==> config.mk <==
export PLATFORM = sky130hd
export DESIGN_NAME = vending_machine_param
export DESIGN_NICKNAME = d
export VERILOG_FILES = /design/src/rtl/vending_pkg.sv /design/src/rtl/vending_coin_bank.sv /design/src/rtl/vending_machine_param.sv
export SDC_FILE = /design/constraint.sdc
export NUM_CORES = 1
export LEC_CHECK = 0
export CORE_UTILIZATION = 55
export DETAILED_ROUTE_END_ITERATION = 10
export HOLD_SLACK_MARGIN = 0.15
export PLACE_DENSITY = 0.84
export SYNTH_ARGS = -nofsm -noshare
export SYNTH_HDL_FRONTEND = slang
export SYNTH_SLANG_ARGS = --single-unit
==> constraint.sdc <==
create_clock -name clk -period 4.6 [get_ports clk]
set_input_delay 0.92 -clock clk [delete_from_list [all_inputs] [get_ports clk]]
set_output_delay 0.92 -clock clk [all_outputs]
set_load 0.02 [all_outputs]
==> src/rtl/vending_pkg.sv <==
// Shared types and helpers for the parametrised vending controller:
// service encoding, coin denominations and cost-table slicing.
package vending_pkg;

   typedef enum logic [1:0] {
      SVC_OFF  = 2'd0,
      SVC_ON   = 2'd1,
      SVC_BUSY = 2'd2
   } service_t;

   typedef enum logic [1:0] {
      C10 = 2'd0,
      C5  = 2'd1,
      C1  = 2'd2
   } coin_type_t;

   localparam int unsigned DENOM_10 = 10;
   localparam int unsigned DENOM_5  = 5;
   localparam int unsigned DENOM_1  = 1;
   localparam int          NUM_DENOM = 3;

   // Widest packed cost table the slicing helper accepts.
   localparam int COST_TABLE_MAX_W = 256;

   function automatic int unsigned denom_value(input coin_type_t c);
      case (c)
         C10:     return DENOM_10;
         C5:      return DENOM_5;
         default: return DENOM_1;
      endcase
   endfunction

   function automatic logic [31:0] cost_slice(input logic [COST_TABLE_MAX_W-1:0] table_bits,
                                              input int slice, input int val_w);
      logic [COST_TABLE_MAX_W-1:0] shifted;
      logic [31:0]                 res;
      shifted = table_bits >> (slice * val_w);
      res     = '0;
      for (int b = 0; b < 32; b++) begin
         if (b < val_w) res[b] = shifted[b];
      end
      return res;
   endfunction

endpackage

==> src/rtl/vending_coin_bank.sv <==
// One denomination of the coin bank: stored-coin counter plus the
// coin-out counter that shows change dispensed for the current sale.
module vending_coin_bank
   import vending_pkg::*;
#(
   parameter int unsigned CNT_W     = 4,
   parameter int unsigned INIT_COIN = 2
) (
   input  logic             clk,
   input  logic             reset,
   input  logic             add_en,
   input  logic [1:0]       add_count,
   input  logic             dispense,
   input  logic             rollback,
   input  logic             reload,
   input  logic             clear_out,
   output logic [CNT_W-1:0] bank,
   output logic [CNT_W-1:0] out_count
);

   localparam int unsigned SUM_W = CNT_W + 1;

   logic [SUM_W-1:0] add_sum;
   logic [SUM_W-1:0] back_sum;

   assign add_sum  = {1'b0, bank} + SUM_W'(add_count);
   assign back_sum = {1'b0, bank} + {1'b0, out_count};

   // NOTE: state registers use non-blocking assignments so every flop samples pre-edge values.
   always_ff @(posedge clk) begin
      if (reset) begin
         bank      <= CNT_W'(INIT_COIN);
         out_count <= '0;
      end else if (reload) begin
         bank <= CNT_W'(INIT_COIN);
      end else if (rollback) begin
         bank      <= back_sum[CNT_W] ? '1 : back_sum[CNT_W-1:0];
         out_count <= '0;
      end else if (add_en) begin
         bank      <= add_sum[CNT_W] ? '1 : add_sum[CNT_W-1:0];
         out_count <= '0;
      end else if (dispense) begin
         bank      <= bank - CNT_W'(1);
         out_count <= out_count + CNT_W'(1);
      end else if (clear_out) begin
         out_count <= '0;
      end
   end

endmodule

==> src/rtl/vending_machine_param.sv <==
// Multi-item vending controller: takes coins with a request, checks stock
// and price, pays change greedily from the coin bank, rolls back on shortage.
module vending_machine_param
   import vending_pkg::*;
#(
   parameter int                         NUM_ITEMS  = 4,
   parameter int                         VAL_W      = 8,
   parameter int                         CNT_W      = 4,
   parameter int                         INIT_COIN  = 2,
   parameter int                         INIT_STOCK = 3,
   parameter logic [NUM_ITEMS*VAL_W-1:0] COST_TABLE = {8'd25, 8'd17, 8'd12, 8'd8},
   localparam int                        ITEM_W     = $clog2(NUM_ITEMS + 1)
) (
   input  logic                 clk,
   input  logic                 reset,
   input  logic [1:0]           coin_in_10,
   input  logic [1:0]           coin_in_5,
   input  logic [1:0]           coin_in_1,
   input  logic [ITEM_W-1:0]    item_in,
   input  logic                 restock,
   output logic [CNT_W-1:0]     coin_out_10,
   output logic [CNT_W-1:0]     coin_out_5,
   output logic [CNT_W-1:0]     coin_out_1,
   output logic [ITEM_W-1:0]    item_out,
   output logic [1:0]           service_out,
   output logic [NUM_ITEMS-1:0] sold_out,
   output logic                 fault,
   output logic                 p,
   output logic                 q,
   output logic                 r
);

   localparam logic [COST_TABLE_MAX_W-1:0] COST_BITS = COST_TABLE_MAX_W'(COST_TABLE);

   service_t          state, state_n;
   coin_type_t        coin_type, coin_type_n;
   logic [VAL_W-1:0]  input_value, input_value_n, service_value, service_value_n;
   logic [ITEM_W-1:0] item_out_n;
   logic              ready, ready_n, refunding, refunding_n, fault_n, initialized;
   logic [CNT_W-1:0]  stock [NUM_ITEMS];
   logic [CNT_W-1:0]  stock_n [NUM_ITEMS];
   logic [CNT_W-1:0]  cur_stock, bank_sel;
   logic [CNT_W-1:0]  bank [NUM_DENOM];
   logic [CNT_W-1:0]  out_count [NUM_DENOM];
   logic [1:0]        coin_cnt [NUM_DENOM];
   logic [NUM_DENOM-1:0] dispense;
   logic              add_en, rollback, reload, clear_out, item_valid;
   logic [VAL_W-1:0]  d_val, out_exchange, item_cost;

   function automatic logic [VAL_W-1:0] cost_of(input logic [ITEM_W-1:0] item);
      if (item == '0 || int'(item) > NUM_ITEMS) return '0;
      return VAL_W'(cost_slice(COST_BITS, int'(item) - 1, VAL_W));
   endfunction

   assign coin_cnt[C10] = coin_in_10;
   assign coin_cnt[C5]  = coin_in_5;
   assign coin_cnt[C1]  = coin_in_1;

   for (genvar i = 0; i < NUM_DENOM; i++) begin : g_bank
      vending_coin_bank #(.CNT_W(CNT_W), .INIT_COIN(INIT_COIN)) u_bank (
         .clk       (clk),
         .reset     (reset),
         .add_en    (add_en),
         .add_count (coin_cnt[i]),
         .dispense  (dispense[i]),
         .rollback  (rollback),
         .reload    (reload),
         .clear_out (clear_out),
         .bank      (bank[i]),
         .out_count (out_count[i])
      );
   end

   assign coin_out_10 = out_count[C10];
   assign coin_out_5  = out_count[C5];
   assign coin_out_1  = out_count[C1];
   assign service_out = state;
   assign bank_sel    = bank[coin_type];
   assign d_val       = VAL_W'(denom_value(coin_type));
   assign item_cost   = cost_of(item_out);
   assign item_valid  = (item_out != '0) && (int'(item_out) <= NUM_ITEMS);

   always_comb begin
      cur_stock = '0;
      for (int i = 0; i < NUM_ITEMS; i++) begin
         sold_out[i] = (stock[i] == '0);
         if (ITEM_W'(i + 1) == item_out) cur_stock = stock[i];
      end
   end

   assign out_exchange = VAL_W'(DENOM_10) * VAL_W'(coin_out_10)
                       + VAL_W'(DENOM_5)  * VAL_W'(coin_out_5)
                       + VAL_W'(coin_out_1);

   assign p = initialized && state == SVC_OFF && !fault
            && (out_exchange + item_cost != input_value);
   assign q = initialized && state == SVC_BUSY && ready
            && (out_exchange + service_value != input_value - item_cost);
   assign r = initialized && state == SVC_ON
            && ((|coin_out_10) || (|coin_out_5) || (|coin_out_1) || service_value != '0);

   // NOTE: every signal gets a default first so no path through the case infers a latch.
   always_comb begin
      state_n         = state;
      input_value_n   = input_value;
      service_value_n = service_value;
      item_out_n      = item_out;
      ready_n         = ready;
      refunding_n     = refunding;
      coin_type_n     = coin_type;
      fault_n         = fault;
      stock_n         = stock;
      add_en          = 1'b0;
      rollback        = 1'b0;
      reload          = 1'b0;
      clear_out       = 1'b0;
      dispense        = '0;

      case (state)
         SVC_ON: begin
            if (item_in != '0) begin
               input_value_n = VAL_W'(DENOM_10 * int'(coin_in_10) + DENOM_5 * int'(coin_in_5)
                                      + int'(coin_in_1));
               add_en      = 1'b1;
               item_out_n  = item_in;
               ready_n     = 1'b0;
               refunding_n = 1'b0;
               fault_n     = 1'b0;
               coin_type_n = C10;
               state_n     = SVC_BUSY;
            end else if (restock) begin
               reload = 1'b1;
               for (int i = 0; i < NUM_ITEMS; i++) stock_n[i] = CNT_W'(INIT_STOCK);
            end
         end
         SVC_BUSY: begin
            if (!ready) begin
               if (!item_valid || cur_stock == '0 || input_value < item_cost) begin
                  service_value_n = input_value;
                  item_out_n      = '0;
                  refunding_n     = 1'b1;
               end else begin
                  service_value_n = input_value - item_cost;
               end
               ready_n = 1'b1;
            end else if (service_value >= d_val && bank_sel != '0) begin
               dispense[coin_type] = 1'b1;
               service_value_n     = service_value - d_val;
            end else if (coin_type == C10) begin
               coin_type_n = C5;
            end else if (coin_type == C5) begin
               coin_type_n = C1;
            end else if (service_value == '0) begin
               state_n = SVC_OFF;
               for (int i = 0; i < NUM_ITEMS; i++) begin
                  if (ITEM_W'(i + 1) == item_out) stock_n[i] = stock[i] - CNT_W'(1);
               end
            end else if (!refunding) begin
               // Not enough 1-coins for the change: give everything back instead.
               rollback        = 1'b1;
               service_value_n = input_value;
               item_out_n      = '0;
               refunding_n     = 1'b1;
               coin_type_n     = C10;
            end else begin
               state_n = SVC_OFF;
               fault_n = 1'b1;
            end
         end
         SVC_OFF: begin
            clear_out       = 1'b1;
            item_out_n      = '0;
            fault_n         = 1'b0;
            service_value_n = '0;
            state_n         = SVC_ON;
         end
         default: state_n = SVC_ON;
      endcase
   end

   always_ff @(posedge clk) begin
      if (reset) begin
         state         <= SVC_ON;
         input_value   <= '0;
         service_value <= '0;
         item_out      <= '0;
         ready         <= 1'b0;
         refunding     <= 1'b0;
         coin_type     <= C10;
         fault         <= 1'b0;
         initialized   <= 1'b1;
         // NOTE: the stock table is a handful of counters with a defined power-up value, so it is reset like any register.
         for (int i = 0; i < NUM_ITEMS; i++) stock[i] <= CNT_W'(INIT_STOCK);
      end else begin
         state         <= state_n;
         input_value   <= input_value_n;
         service_value <= service_value_n;
         item_out      <= item_out_n;
         ready         <= ready_n;
         refunding     <= refunding_n;
         coin_type     <= coin_type_n;
         fault         <= fault_n;
         stock         <= stock_n;
      end
   end

endmodule

After elaboration in Yosys (flattened, before gate mapping)
Cells that the tools add are included.
{"block": "op_classes", "shifts": 1, "magnitude_cmp": 7, "reduce_logical": 57, "div_mod_pow": 0, "mux": 115, "addsub": 25, "eq_ne": 36, "n_mul": 4, "n_bitwise": 2}
{"op": "two-way mux 4 bit", "n": 35}
{"op": "two-way mux 16 bit", "n": 7}
{"op": "two-way mux 8 bit", "n": 9}
{"op": "AND reduction 9 bit", "n": 4}
{"op": "two-way mux 3 bit", "n": 11}
{"op": "one-hot mux 16 bit (2 select lines)", "n": 1}
{"op": ">> shifter 29 x 32 -> 8 bit, first input constant", "n": 1}
{"op": "two-way mux 1 bit", "n": 28}
{"op": "two-way mux 2 bit", "n": 14}
{"op": "subtractor 4 x 1 -> 4 bit, second input constant", "n": 7}
{"op": "zero test 4 bit", "n": 5}
{"op": "nonzero test 3 bit", "n": 6}
{"op": "adder 8 bit", "n": 2}
{"op": "inequality test 2 bit, second input constant", "n": 8}
{"op": "inequality test 4 bit, second input constant", "n": 4}
{"op": "inequality test 8 bit", "n": 2}
{"op": "one-hot mux 8 bit (2 select lines)", "n": 1}
{"op": "AND reduction 8 bit", "n": 2}
{"op": "nonzero test 4 bit", "n": 4}
{"op": "subtractor 8 bit", "n": 2}
{"op": "adder 4 x 2 -> 5 bit", "n": 3}
{"op": "adder 4 x 4 -> 5 bit", "n": 3}
{"op": "inequality test 3 bit, second input constant", "n": 5}
{"op": "multiplier 3 x 4 -> 7 bit, first input constant", "n": 2}
{"op": "other kinds (46)", "n": 81}
{"block": "word_totals", "n_memories": 0, "romBits": 0, "ramBits": 0, "latchBits": 0, "regBits": 66}

Depth between registers and ports, before layout
{"block": "logic_depth", "depth_word": 12, "ltp_mapped": 18}

Hierarchy
A second synthesis with hierarchy kept.
{"block": "hier_totals", "hier_cells": 798, "area_unflattened_um2": 6601.3}
{"mod": "vending_machine_param", "seq_area_each_um2": 800.8, "area_per_inst_um2": 4375.4, "instances": 1, "cells_each": 537}
{"mod": "vending_coin_bank", "seq_area_each_um2": 160.2, "area_per_inst_um2": 742.0, "instances": 3, "cells_each": 87}

Least setup slack after synthesis
No wires, ideal clock.
{"block": "synth_timing", "kind": "reg2out", "from": "register g_bank[1].u_bank.out_count[1]", "to": "output port q", "t_arrival_ns": 4.220, "stages_incl_launch_ff": 18, "setup_slack_ns": -0.540, "path_cell_list": "dfxtp_1 ha_1 inv_1 fa_1 inv_1 fa_1 inv_1 fa_1 nor2b_1 o21ai_0 a21oi_1 nor2b_1 ha_1 or3_1 o21ai_0 a21oi_1 xnor3_1 a41oi_1"}
{"block": "synth_between", "elab_chain_len": 6}
{"item": "from (decl)", "line": "vending_coin_bank.sv:18", "text": "output logic [CNT_W-1:0] out_count"}
{"item": "from (signal assigned)", "line": "vending_coin_bank.sv:44", "text": "out_count <= out_count + CNT_W'(1);"}
{"item": "multiplier 3 x 4 -> 7 bit", "line": "vending_machine_param.sv:92", "text": "+ VAL_W'(DENOM_5) * VAL_W'(coin_out_5)"}
{"item": "adder 8 x 7 -> 8 bit", "line": "vending_machine_param.sv:92"}
{"item": "adder 8 x 4 -> 8 bit", "line": "vending_machine_param.sv:93", "text": "+ VAL_W'(coin_out_1);"}
{"item": "adder 8 bit", "line": "vending_machine_param.sv:98", "text": "&& (out_exchange + service_value != input_value - item_cost);"}
{"item": "inequality test 8 bit", "line": "vending_machine_param.sv:98"}
{"item": "logical AND 1 bit", "line": "vending_machine_param.sv:98"}
{"item": "to (decl)", "line": "vending_machine_param.sv:29", "text": "output logic q,"}
No other way between the ends.

Worst setup path after layout
Same ends and word-level chain as after synthesis.

==> results.md <==
- Status: finished with violations
- Violated checks: DRC, setup timing
- DRC: 1
- Area grow syn2layout: 19.3%
- Fin nets: 994
- Unrepaired setup endpoints after global routing: true
- Placed Cells: 1,008
- Ys flop type: dfxtp_1
- Slew @ Worst Pin: 1.01 ns
- First-pass GRT wire length: 31.1 mm
- Cell count after synthesis: 821
- Crit-path leading delay family: adder cells
- Final wirelength: 18.9 mm
- DP Worst Slack: -0.616 ns
- CP max stage cell: fa_2
- Die width: 112 µm
- Post-route ant nets: 0
- Root Buffer: clkbuf_16
- Initial DRC count: 547
- Number of flops mapped to enable cells by yosys: 0
- # rows: 39
- Post-layout util: 68.1%
- Crit path depth: 16
- Maxcap violations: 0
- Worst path buffer plus inverter count: 3
- Slew margin rel.: 32.3%
- Filler Cell Count: 904
- Final Max Tran Viols: 0
- Type of origin of the critical path: flop
- Hold/Removal Path Class: reg2reg
- GRT Util Overall: 31.0%
- Crit-path max cell delay: 0.57 ns
- Post-synth ARST share: 0%
- Gr ovfl total: 0
- CP cell instances: ha_4 -> inv_2 -> fa_1 -> inv_1 -> fa_2 -> ha_4 -> a211o_1 -> a21oi_4 -> nor2_2 -> ha_1 -> or3_1 -> o21ai_1 -> a21oi_1 -> xnor3_1 -> a41oi_2 -> buf_4
- Hold Crit Depth: 1
- Distinct cell type count after synthesis: 78
- Post-Syn Area: 0.00660 mm²
- Worst Path Arrival: 4.21 ns
- Latest clock arrival within the worst-skew pair: 0.34 ns
- Worst R2R Path Depth: 10
- Peak supply drop: 0.359 mV
- Largest net degree at the start of global routing: 29
- Vias in the first global route: 6,351
- Die Y-Extent: 112 µm
- Storage cell area: 0.00130 mm²
- Most frequent cells in the layout: ha_1, inv_1, a21oi_1
- Critical path type: reg2out
- Setup tns final: -1.04 ns
- Worst Setup End Kind: output pin
- Share of the clock period used by the worst path: 112%
- Flops & latches, synth: 64
- Syn. warnings: 0
- Total number of vias: 6,564
- CP required: 3.68 ns
- Initial Utilization: 57.0%
- Final setup viols: 2
- CTS Buf Count: 9
- Final min period: 5.13 ns
- Commonest non-fill, non-tap cell in the layout: ha_1
- Crit Path Max Fanout: 2
- Core Area: 0.0116 mm²
- Layout cell share with drive strength beyond 1: 13.2%
- PwrDens: 471 mW/mm²
- Hold Violations, Final: 0
- PortBufs: 36
- Seq/Total Area, Yosys: 19.4%
- DRT Pass-1 Iters: 9
- Drt via density: 6.40
- Top cell by count, worst path: ha_4
- Final cell count without fillers: 1,025
- Gpl congestion: 0.932
- Max Root-Sink Buffers: 2
- Worst Slack Setup Final: -0.529 ns
- Design Area, Final: 0.00787 mm²
- CTS H-tree lvls: 3
- Post-DP Area: 0.00738 mm²
- N_diodes: 0
- Initial antenna violation count: 0
- Footprint of the multi-input gates: 0.00512 mm²
- Mapped Avg Cell Area: 8.03 µm²
- Clock-pin slew on the worst setup and hold paths: 0.06 ns
- I/O pins: 37
- Fmax: 195 MHz
- CTS tree: built
- Skew final: 0.00764 ns
- Pleak: 0.00339 µW
- Clk sinks: 64
- Hold Buf Count CTS: 0
- Post-DP HPWL: 13.4 mm
- Die area: 0.0124 mm²
- Wirelength per Cell: 18.4 µm
- Syn Nets: 938
sequential cells by signal, summed over array words and instances (netlist names):
| register | flops |
|---|---|
| coin_type | 2 |
| fault | 1 |
| g_bank.u_bank.bank | 12 |
| g_bank.u_bank.out_count | 12 |
| input_value | 6 |
| item_out | 3 |
| ready | 1 |
| refunding | 1 |
| service_out | 2 |
| service_value | 8 |
| stock | 16 |
cell type report:
type | instances | area share (%)
timing repair buffer | 75 | 8.28
tap | 143 | 2.27
sequential | 64 | 16.5
clock inverter | 4 | 0.922
multi-input combinational | 655 | 65.0
inverter | 72 | 3.43
clock buffer | 12 | 3.53
worst paths after layout:
check | startpoint | endpoint | slack, ns
setup / recovery | g_bank[1].u_bank.out_count[1] | q | -0.53
hold / removal | stock[0] | stock[0] | 0.49
setup reg to reg | coin_type[0] | g_bank[0].u_bank.bank[1] | 0.83
hold reg to reg | stock[0] | stock[0] | 0.49
per-layer routing:
| metal | routed length, µm | part of all wire (%) | GRT usage, % |
|---|---|---|---|
| met5 | 0 | 0 | 0 |
| met4 | 1100 | 5.8 | 18.6 |
| met3 | 1450 | 7.7 | 5.39 |
| met2 | 8850 | 47 | 52.0 |
| met1 | 7460 | 40 | 37.3 |
synth_stat cells (all sizes together), types with 5 or more instances:
cell type	number	share of area [%]
xnor2	31	4.1
o311ai	6	0.80
fa	16	4.9
or3	7	0.66
o22ai	5	0.47
o21ai	52	3.9
nor3b	11	1.3
buf	9	0.87
nor2	52	3.0
nand2	54	3.1
inv	72	4.1
a31oi	14	1.4
mux2i	12	1.8
nand3b	5	0.57
a21o	9	1.0
and3	6	0.57
o31ai	7	0.80
nor3	28	2.1
xor2	10	1.3
a211oi	19	2.2
and2	7	0.66
or2	5	0.47
nand3	32	2.4
o211ai	7	0.80
dfxtp	64	19
clkbuf	21	1.2
nor2b	18	1.7
nor4	11	1.0
a21oi	60	4.6
ha	89	17
nand4	6	0.80
and4	5	0.70
what timing repair did:
| item | 4_1_cts | 5_1_grt |
|---|---|---|
| pin swaps | 8 | 7 |
| endpoints found under the setup margin | 2 | 2 |
| buffers inserted | 0 | 1 |
| resized for setup | 25 | 9 |
cells by family after synthesis:
kind of cell,synth area share [%]
simple gates,21.2
compound gates,22.8
fa+ha+maj,21.7
buf+inv,6.16
flops,19.4
xor+xnor,6.47
mux,2.16
where the power goes:
part	switching (µW)	internal, µW
sequential	155	644
clock	269	536
combinational	1220	881
total	1650	2060
through the flow:
| step | total power, µW | hold WS (ns) |
|---|---|---|
| 2_1_floorplan | 2300 | 0.447 |
| 5_1_grt | 3960 | 0.516 |
| 6_report | 3710 | 0.487 |
| 3_3_place_gp | 2760 | 0.471 |
| 3_5_place_dp | 2800 | 0.476 |
| 4_1_cts | 3630 | 0.489 |
No activity file was read; power rests on OpenSTA's default activity.
